--- src/rtl/bit_serial_alu.sv ---
// bit_serial_alu
//   Bit-serial add / subtract / accumulate unit. One bit pair is consumed per
//   clock, LSB first. A WIDTH-bit operation therefore occupies WIDTH cycles in
//   RUN, followed by one DONE cycle that carries the completion pulse.
//
// Ports
//   clk       : sole clock; all state changes on its rising edge
//   rst       : asynchronous active-high reset
//   start     : launch request, honoured only in IDLE or DONE
//   mode      : 00 ADD, 01 SUB, 10 ACC (sum + a), 11 behaves as ADD
//   a, b      : operands (b is ignored in ACC)
//   busy      : high while bits are being processed
//   done      : one-cycle completion pulse
//   sum       : last completed result, which is also the accumulator
//   carry     : carry-out of the last result (SUB: 1 = no borrow)
//   overflow  : signed two's-complement overflow of the last result
module bit_serial_alu #(
    parameter int WIDTH = 8
) (
    input  logic             clk,
    input  logic             rst,
    input  logic             start,
    input  logic [1:0]       mode,
    input  logic [WIDTH-1:0] a,
    input  logic [WIDTH-1:0] b,
    output logic             busy,
    output logic             done,
    output logic [WIDTH-1:0] sum,
    output logic             carry,
    output logic             overflow
);

    localparam int CW = $clog2(WIDTH);

    localparam logic [1:0] MODE_SUB = 2'b01;
    localparam logic [1:0] MODE_ACC = 2'b10;

    typedef enum logic [1:0] {
        IDLE = 2'b00,
        RUN  = 2'b01,
        DONE = 2'b10
    } state_t;

    state_t r_state;
    state_t w_state_next;

    logic [1:0]       r_mode;
    logic [WIDTH-1:0] r_x;        // operand A shift register
    logic [WIDTH-1:0] r_y;        // operand B (or accumulator) shift register
    logic [WIDTH-2:0] r_res;      // low result bits collected so far
    logic             r_c;        // running carry between bit slices
    logic [CW-1:0]    r_cnt;
    logic [WIDTH-1:0] r_sum;
    logic             r_carry;
    logic             r_ovf;

    logic             w_accept;
    logic             w_last;
    logic             w_x;
    logic             w_y;
    logic             w_s;
    logic             w_cout;
    logic [WIDTH-1:0] w_res_next;

    assign w_accept = start && (r_state == IDLE || r_state == DONE);
    assign w_last   = (r_cnt == CW'(WIDTH - 1));

    // One full-adder slice. Subtraction inverts B on the fly; the +1 comes
    // from the carry flop being preloaded with 1 at launch.
    assign w_x        = r_x[0];
    assign w_y        = r_y[0] ^ (r_mode == MODE_SUB);
    assign w_s        = w_x ^ w_y ^ r_c;
    assign w_cout     = (w_x & w_y) | (r_c & (w_x ^ w_y));
    // New bit enters at the MSB; the top WIDTH-1 bits become the new r_res,
    // and on the final slice this whole vector is the completed result.
    assign w_res_next = {w_s, r_res};

    // State register
    always_ff @(posedge clk or posedge rst) begin
        if (rst) begin
            r_state <= IDLE;
        end else begin
            r_state <= w_state_next;
        end
    end

    // Next state and status outputs
    always_comb begin
        w_state_next = r_state;
        busy         = 1'b0;
        done         = 1'b0;
        case (r_state)
            IDLE: begin
                if (w_accept) w_state_next = RUN;
            end
            RUN: begin
                busy = 1'b1;
                if (w_last) w_state_next = DONE;
            end
            DONE: begin
                done         = 1'b1;
                w_state_next = w_accept ? RUN : IDLE;
            end
            default: begin
                w_state_next = IDLE;
            end
        endcase
    end

    // Datapath
    always_ff @(posedge clk or posedge rst) begin
        if (rst) begin
            r_mode  <= 2'b00;
            r_x     <= '0;
            r_y     <= '0;
            r_res   <= '0;
            r_c     <= 1'b0;
            r_cnt   <= '0;
            r_sum   <= '0;
            r_carry <= 1'b0;
            r_ovf   <= 1'b0;
        end else begin
            if (w_accept) begin
                r_mode <= mode;
                r_x    <= a;
                // ACC feeds the current result back as the second operand;
                // in DONE this is the result completed on the previous edge.
                r_y    <= (mode == MODE_ACC) ? r_sum : b;
                r_c    <= (mode == MODE_SUB);
                r_cnt  <= '0;
            end else if (r_state == RUN) begin
                r_x   <= r_x >> 1;
                r_y   <= r_y >> 1;
                r_res <= w_res_next[WIDTH-1:1];
                r_c   <= w_cout;
                r_cnt <= r_cnt + CW'(1);
                if (w_last) begin
                    r_sum   <= w_res_next;
                    r_carry <= w_cout;
                    // r_c is the carry into the MSB slice at this point.
                    r_ovf   <= r_c ^ w_cout;
                end
            end
        end
    end

    assign sum      = r_sum;
    assign carry    = r_carry;
    assign overflow = r_ovf;

endmodule
--- config.mk ---
export PLATFORM = sky130hd
export DESIGN_NAME = bit_serial_alu
export DESIGN_NICKNAME = d
export VERILOG_FILES = /design/src/rtl/bit_serial_alu.sv
export SDC_FILE = /design/constraint.sdc
export NUM_CORES = 1
export LEC_CHECK = 0
export ABC_AREA = 1
export CAP_MARGIN = 15
export CORE_MARGIN = 2
export CORE_UTILIZATION = 40
export DETAILED_ROUTE_END_ITERATION = 6
export GPL_ROUTABILITY_DRIVEN = 1
export HOLD_SLACK_MARGIN = 0.06
export SLEW_MARGIN = 20
export SYNTH_ARGS = -nofsm -noshare
export SYNTH_HDL_FRONTEND = slang
export SYNTH_SLANG_ARGS = --single-unit
--- constraint.sdc ---
create_clock -name clk -period 2.1 [get_ports clk]
set_input_delay 0.21 -clock clk [delete_from_list [all_inputs] [get_ports clk]]
set_output_delay 0.21 -clock clk [all_outputs]
set_load 0.01 [all_outputs]
# Word level (Yosys, flattened, before mapping)
# Cells that the tools add are included.
# op_classes
n_addsub	1
eq_ne	8
n_mux	15
n_bitwise	8
reduce_logical	7
# ops
operator	count
two-way mux 8 bit	5
== test 2 x 1 -> 1 bit, second input constant	3
two-way mux 3 bit	2
one-hot mux 2 bit (3 select lines)	1
two-way mux 1 bit	5
== test 2 bit, second input constant	2
two-way mux 2 bit	2
!= test 2 bit, second input constant	2
AND reduction 2 bit	2
bitwise XOR 1 bit	4
adder 3 x 1 -> 3 bit, second input constant	1
== test 3 bit, second input constant	1
AND reduction 3 bit	1
AND 1 bit	2
zero test 2 bit	1
nonzero test 2 bit	1
logical AND 1 bit	1
logical OR 1 bit	1
NOT 1 bit	1
OR 1 bit	1
# word_totals
ff_bits	41
in_bits	21
output_inout_bits	12
wordCells	49

# Longest topological paths before layout
# Gate-level depths: netlist of the first run.
# depth
depth_word	7
depth_mapped	7
ltp_nobuf	7

# Least setup slack after synthesis of the first run
# Ideal clock, no wire load.
# synth_timing
path_kind	reg2reg
startpoint	register r_mode[1]
endpoint	register r_ovf, in the netlist overflow
setup_ns	0.076
arrival_time_ns	1.264
required_ns	2.024
setup_slack_ns	0.759
path_stages_with_launch	7
n_path_buf	0
period_less_slack_ns	1.341
cell_sequence	dfrtp_1 inv_1 nand2_1 xor2_1 fa_1 xor2_1 o21ai_1
# synth_between
elab_chain_cells	6
elab_cells_between_ends	7
cone_classes	eq/ne: 1; bitwise: 6
# synth_rtl
element	line_no	source
start: declaration	47	logic [1:0] r_mode;
start signal: assignment	124	r_mode <= mode;
== test 2 x 1 -> 1 bit *	71	assign w_y = r_y[0] ^ (r_mode == MODE_SUB);
bitwise XOR 1 bit *	71	
bitwise XOR 1 bit	73	assign w_cout = (w_x & w_y) | (r_c & (w_x ^ w_y));
AND 1 bit	73	
OR 1 bit *	73	
bitwise XOR 1 bit *	141	r_ovf <= r_c ^ w_cout;
end signal: assignment	141	
end: declaration	55	logic r_ovf;
# Every way passes the cells marked *; elsewhere a longest branch is shown, timed or not.
# A chain may end at the register's enable or synchronous reset.

# Final worst setup path of the first run
# layout_timing
startpoint	register r_state[1]
endpoint	output port busy
# layout_between
elab_chain_cells	2
# layout_rtl
element	line_no	source
start: declaration	44	state_t r_state;
start signal: assignment	83	r_state <= w_state_next;
== test 2 x 1 -> 1 bit	92	case (r_state)
two-way mux 1 bit	92	
end: declaration	26	output logic busy,
# Every way passes these cells.

==> results of run 1 <==
==> stage by stage <==
step	power [mW]	area (sq um)	hold slack, ns	cells
6_report	3.363	2347	0.3337	306
3_3_place_gp	2.773	2243	0.4658	299
4_1_cts	3.411	2347	0.3514	306
5_1_grt	3.662	2347	0.4453	306
3_5_place_dp	2.785	2243	0.4701	299
2_1_floorplan	2.358	1899	0.3366	219
==> registers in the layout (all words and copies together) (netlist names) <==
register	count
carry	1
r_x	8
sum	8
overflow	1
r_mode	2
r_res	7
r_state	2
r_c	1
r_y	8
r_cnt	3
==> final timing paths <==
check | from | to | cells after the start
worst max register to register | r_mode[1]$_DFFE_PP0P_ | r_c$_DFFE_PP0P_ | 7
worst min-delay path | rst | overflow$_DFFE_PP0P_ | 3
worst max-delay path | r_state[1]$_DFFE_PP0P_ | busy | 4
worst min register to register | r_cnt[1]$_DFFE_PP0P_ | r_cnt[1]$_DFFE_PP0P_ | 2
min in group clk | a[5] | r_x[5]$_DFFE_PP0P_ | 3
max in group asynchronous | rst | sum[7]$_DFFE_PP0P_ | 3
==> synth_stat cells <==
library cell	count
sky130_fd_sc_hd__nand3_1	19
sky130_fd_sc_hd__ha_1	2
sky130_fd_sc_hd__dfrtp_1	41
sky130_fd_sc_hd__o211ai_1	1
sky130_fd_sc_hd__buf_2	2
sky130_fd_sc_hd__o21ai_2	8
sky130_fd_sc_hd__o211ai_2	1
sky130_fd_sc_hd__o21ai_1	2
sky130_fd_sc_hd__nand2_1	55
sky130_fd_sc_hd__fa_1	1
sky130_fd_sc_hd__buf_4	3
sky130_fd_sc_hd__clkbuf_1	1
sky130_fd_sc_hd__nor2_1	11
sky130_fd_sc_hd__xor2_1	2
sky130_fd_sc_hd__buf_6	2
sky130_fd_sc_hd__nand2_2	3
sky130_fd_sc_hd__a21oi_1	11
sky130_fd_sc_hd__inv_2	5
sky130_fd_sc_hd__o21ai_0	20
sky130_fd_sc_hd__inv_1	28
sky130_fd_sc_hd__nand2_4	1
==> layout make-up <==
type	count	area, sq um	area share, %
repair buffers	34	335.3	14.29
flip-flops and latches	41	1026	43.71
multi-input cells	137	690.7	29.42
inverters	33	123.9	5.277
clock inverters	2	35.03	1.493
clock buffers	5	68.82	2.932
well taps	54	67.56	2.878
==> cell families after synthesis <==
logic type / after synthesis / synth area share, %
flops: 41 / 54.02
compound gates: 43 / 13.44
buf+inv: 41 / 9.618
simple gates: 89 / 19.63
xor+xnor: 2 / 0.9224
fa+ha+maj: 3 / 2.371
==> worst reg2reg max path: stages, from the launching register on <==
cell	delay [ns]
sky130_fd_sc_hd__dfrtp_1	0.36
sky130_fd_sc_hd__inv_1	0.06
sky130_fd_sc_hd__nand2_1	0.06
sky130_fd_sc_hd__xor2_1	0.15
sky130_fd_sc_hd__fa_1	0.44
sky130_fd_sc_hd__inv_1	0.09
sky130_fd_sc_hd__o21ai_0	0.08
sky130_fd_sc_hd__a21oi_1	0.14
==> routing by layer <==
metal,global-route usage (%),wire length (um),vias to the layer above
met4,5.556,46,0
met1,21.40,1834,696
met5,0,0,-
met2,22.73,1674,21
li1,-,-,753
met3,4.558,121,5
==> power breakdown <==
| group | switching, mW | internal (mW) |
|---|---|---|
| logic | 0.797 | 0.594 |
| clock network | 0.257 | 0.345 |
| registers | 0.209 | 1.16 |
| total | 1.26 | 2.10 |
==> flow_summary.json, run 1 <==
{
  "layout.cells.most_common_list": "55 x sky130_fd_sc_hd__nand2_1, 41 x sky130_fd_sc_hd__dfrtp_1, 32 x sky130_fd_sc_hd__clkdlybuf4s50_1",
  "drt_first_pass_iters": 4,
  "cp_cell_sequence": "inv_1, nand2_2, inv_2, clkdlybuf4s50_1",
  "synth_area_leader_cell": "sky130_fd_sc_hd__dfrtp_1",
  "max-slew-margin-rel_pct": 65.73,
  "critical_path_arrival_ns": 1.53,
  "design.final.nets": 276,
  "layout_commonest_cell": "sky130_fd_sc_hd__nand2_1",
  "die_y_um": 72.91,
  "setup_tns_ns": 0,
  "worstMarginPinSlew_ns": 0.5141,
  "final_hold_viol_count": 0,
  "tritoncts": "done",
  "ios": 33,
  "core_util_final_pct": 50.36,
  "power.ir.vdd_worst_v": 0.0006439,
  "die_area_sq_um": 5315,
  "core_region_area_sq_um": 4661,
  "htreeDepth": 2,
  "fp.dieW_um": 72.91,
  "initial_utilization_pct": 40.75,
  "grt_max_degree": 42,
  "cts_max_path_buffers": 2,
  "viasPerCell": 4.820,
  "net_count_synth": 243,
  "route.final.wire_length_um": 3676,
  "drt_drc_violations_left": 0,
  "synth_cell_types": 21,
  "clock_skew_ns": 0.009897,
  "setup.worst_path.class": "reg2out",
  "critical-path-top-delay-family": "buffers and inverters",
  "finalWorstPathRequiredPeriod_ns": 1.744,
  "max_freq_mhz": 573.5,
  "synth.area.top_cells": "sky130_fd_sc_hd__dfrtp_1 54%, sky130_fd_sc_hd__nand2_1 11%, sky130_fd_sc_hd__inv_1 5.5%",
  "timing.max_cap.violations": 0,
  "timing.final.ws_setup_ns": 0.3563,
  "cts.repair_timing.setup_buffer_count": 0,
  "placement.setup.worst_slack_ns": 0.5298,
  "residual_overflow_from_global_routing": 0,
  "post_cts.resized_instances": 0,
  "area_delta_synth_final_pct": 23.58,
  "power_density_nw_per_um2": 1433,
  "timing.final.setup_violations": 0,
  "vias_in_the_first_global_route": 1368,
  "largest_driver_fanout_on_the_critical_path": 11,
  "hold_class": "in2async",
  "critical_path.n_buffers_inverters": 3,
  "place.detailed.hpwl_um": 2576,
  "slew_violations": 0,
  "fin_crit_sh_pct": 83.03,
  "status": "finished clean",
  "fillers": 451,
  "cts_made_buffers": 5,
  "reg2reg_setup_slack_ns": 0.66,
  "synth_warnings": 0,
  "cp_slowest_stage_delay_ns": 0.57,
  "clkLatencyLatePin_ns": 0.30,
  "clock_transition_at_the_register_clock_pins_on_the_worst_setup_and_hold_paths_after_cts_ns": 0.07,
  "wire_length_of_the_first_global_routing_pass_um": 6182,
  "gate_count_after_technology_mapping": 219,
  "final_layout_size_suffix_gt1_share_pct": 10.71,
  "p_leak_nw": 1.125,
  "antenna_violations_before_repair": 0,
  "final_antenna_net_count": 0,
  "placement_rows": 25,
  "finalWeightedCongestion": 0.7619,
  "antenna_cells_inserted": 0,
  "yosysTopAreaCellShare_pct": 54.02,
  "cp-end-kind": "output port",
  "drt-wirelength-per-cell_um": 12.01,
  "portion_of_the_post_synthesis_area_used_by_sequential_elements_pct": 54.02,
  "port_buffers": 32,
  "gr-usage-all-layers_pct": 15.33,
  "cts-hold-fix-buffers": 0,
  "synth_seq_cells": 41,
  "numClockSinks": 41,
  "cts_root_buf": "sky130_fd_sc_hd__clkbuf_8",
  "rsz0062_at_grt": "false",
  "via_count": 1475,
  "synth.cell_area_sq_um": 1899,
  "crit_path_start_kind": "flop",
  "initialDrtViolationCount": 129,
  "synthesis.area_per_instance_sq_um": 8.673,
  "critPathRequiredTime_ns": 1.89,
  "cp_slowest_cell": "sky130_fd_sc_hd__clkdlybuf4s50_1"
}
Power figures use the tool's default switching activity.
==> run 2: changes to the inputs <==
Clock period 2.1 ns to 1.8 ns, I/O delays scaled along.
==> run 2 against run 1 <==
Utilization rose by 0.59 points. Sequential share of layout area fell by 0.51 points. Die area did not move. Sequential power rose by 17%. Routed wire length rose by 1.6%. Hold slack got worse by 0.030 ns. Critical path depth did not move. First-iteration DRC count fell by 39%. Total power rose by 19%. Worst setup slack got worse by 0.27 ns. Critical path type unchanged. Highest routed layer unchanged.
==> flow_summary.json, run 2 (synthesis results as in run 1) <==
{
  "grt_max_degree": 42,
  "ios": 33,
  "worstMarginPinSlew_ns": 0.5117,
  "cp-end-kind": "output port",
  "core_region_area_sq_um": 4661,
  "drt_first_pass_iters": 4,
  "slew_violations": 0,
  "route.final.wire_length_um": 3736,
  "finalWeightedCongestion": 0.7605,
  "detailed_place.area_sq_um": 2258,
  "residual_overflow_from_global_routing": 0,
  "layout_commonest_cell": "sky130_fd_sc_hd__nand2_1",
  "layout.cells.most_common_list": "55 x sky130_fd_sc_hd__nand2_1, 41 x sky130_fd_sc_hd__dfrtp_1, 32 x sky130_fd_sc_hd__clkdlybuf4s50_1",
  "largest_driver_fanout_on_the_critical_path": 11,
  "power.ir.vdd_worst_v": 0.0008111,
  "final_antenna_net_count": 0,
  "cts.repair_timing.setup_buffer_count": 0,
  "area_delta_synth_final_pct": 25.03,
  "fin_crit_sh_pct": 95.31,
  "antenna_violations_before_repair": 0,
  "cp_slowest_stage_delay_ns": 0.57,
  "crit_path_start_kind": "flop",
  "cp_cell_sequence": "inv_1, nand2_2, inv_2, clkdlybuf4s50_1",
  "design.final.nets": 278,
  "post_cts.resized_instances": 0,
  "critical_path_arrival_ns": 1.54,
  "power_density_nw_per_um2": 1678,
  "numClockSinks": 41,
  "clock_skew_ns": 0.007480,
  "top_layer_used": "met4",
  "clock_transition_at_the_register_clock_pins_on_the_worst_setup_and_hold_paths_after_cts_ns": 0.08,
  "hold_class": "in2async",
  "vias_in_the_first_global_route": 1424,
  "gr-usage-all-layers_pct": 15.89,
  "met2WireLength_um": 1596,
  "drt-wirelength-per-cell_um": 12.09,
  "critical-path-top-delay-family": "buffers and inverters",
  "status": "finished clean",
  "drt_drc_violations_left": 0,
  "m1WireLength_um": 1949,
  "initial_utilization_pct": 40.75,
  "critical_path.n_buffers_inverters": 3,
  "worst_hold_slack_ns": 0.3032,
  "cts-hold-fix-buffers": 0,
  "p_leak_nw": 1.139,
  "htreeDepth": 2,
  "max-slew-margin-rel_pct": 65.88,
  "critPathRequiredTime_ns": 1.62,
  "rsz0062_at_grt": "false",
  "final_layout_size_suffix_gt1_share_pct": 11.37,
  "die_area_sq_um": 5315,
  "timing.final.ws_setup_ns": 0.08435,
  "timing.final.setup_violations": 0,
  "placement_rows": 25,
  "antenna_cells_inserted": 0,
  "place.detailed.hpwl_um": 2665,
  "max_freq_mhz": 582.9,
  "port_buffers": 32,
  "tritoncts": "done",
  "setup_tns_ns": 0,
  "setup.worst_path.class": "reg2out",
  "cts_root_buf": "sky130_fd_sc_hd__clkbuf_8",
  "cp_slowest_cell": "sky130_fd_sc_hd__clkdlybuf4s50_1",
  "final_hold_viol_count": 0,
  "fp.dieW_um": 72.91,
  "cts_max_path_buffers": 2,
  "p_total_mw": 3.986,
  "timing.max_cap.violations": 0,
  "finalInstanceArea_sq_um": 2375,
  "initialDrtViolationCount": 79,
  "dr_wl_met3_um": 132,
  "finalWorstPathRequiredPeriod_ns": 1.716,
  "fillers": 445,
  "clkLatencyLatePin_ns": 0.29,
  "placement.setup.worst_slack_ns": 0.2663,
  "via_count": 1454,
  "wire_length_of_the_first_global_routing_pass_um": 6382,
  "viasPerCell": 4.706,
  "die_y_um": 72.91,
  "cts_made_buffers": 5
}
## run 2: cell types whose count changed in the layout (fill, tap and decap cells not counted), sizes merged
cell,change
clkbuf,+2
buf,+2
clkinv,-1
## run 2: worst reg2reg max path, delay by kind of cell (launching register included)
family,cells,cell delay (ns)
AOI/OAI and AO/OA,1,0.13
xor gates and xnor gates,2,0.32
adders and majority gates,1,0.44
buffers and inverters,1,0.06
DFF,1,0.36
and+or+nand+nor,1,0.06
## run 2: power breakdown
part | switching [mW] | internal (mW)
clock | 0.303 | 0.452
combinational | 0.936 | 0.698
sequential | 0.243 | 1.35
## run 2: final cells by class
type | instances | area [sq um] | area share, %
Inverter | 33 | 123.9 | 5.216
Clock buffer | 7 | 86.33 | 3.635
Tap cell | 54 | 67.56 | 2.845
Sequential cell | 41 | 1026 | 43.20
Clock inverter | 1 | 30.03 | 1.264
Multi-Input combinational cell | 137 | 690.7 | 29.08
Timing Repair Buffer | 36 | 350.3 | 14.75
## run 2: routing by layer
metal	global-route usage, %	vias to the layer above
met5	0	-
met4	6.790	0
met3	3.867	4
met2	23.13	27
met1	22.66	660
li1	-	763
## run 2: path summary, 6_finish.rpt
check | startpoint | end | slack [ns] | cells past startpoint
worst min-delay path | rst | overflow$_DFFE_PP0P_ | 0.30 | 3
worst min register to register | r_cnt[0]$_DFFE_PP0P_ | r_cnt[0]$_DFFE_PP0P_ | 0.48 | 1
max in group asynchronous | rst | r_x[0]$_DFFE_PP0P_ | 1.13 | 3
worst max-delay path | r_state[1]$_DFFE_PP0P_ | busy | 0.08 | 4
worst max register to register | r_mode[1]$_DFFE_PP0P_ | overflow$_DFFE_PP0P_ | 0.36 | 6
min in group clk | a[3] | r_x[3]$_DFFE_PP0P_ | 0.45 | 3
## run 2: through the flow
step / utilization [%] / std cells
6_report: 50.95 / 309
5_1_grt: 50.95 / 309
4_1_cts: 50.95 / 309
3_5_place_dp: 48.46 / 301
3_3_place_gp: 48.46 / 301
2_1_floorplan: - / 219
==> run 3: changes to the inputs <==
Clock period 1.8 ns to 2.1 ns, I/O delays scaled along.
==> results of run 3 <==
Same layout as run 1: the final DEF is identical, and so are final timing and power.
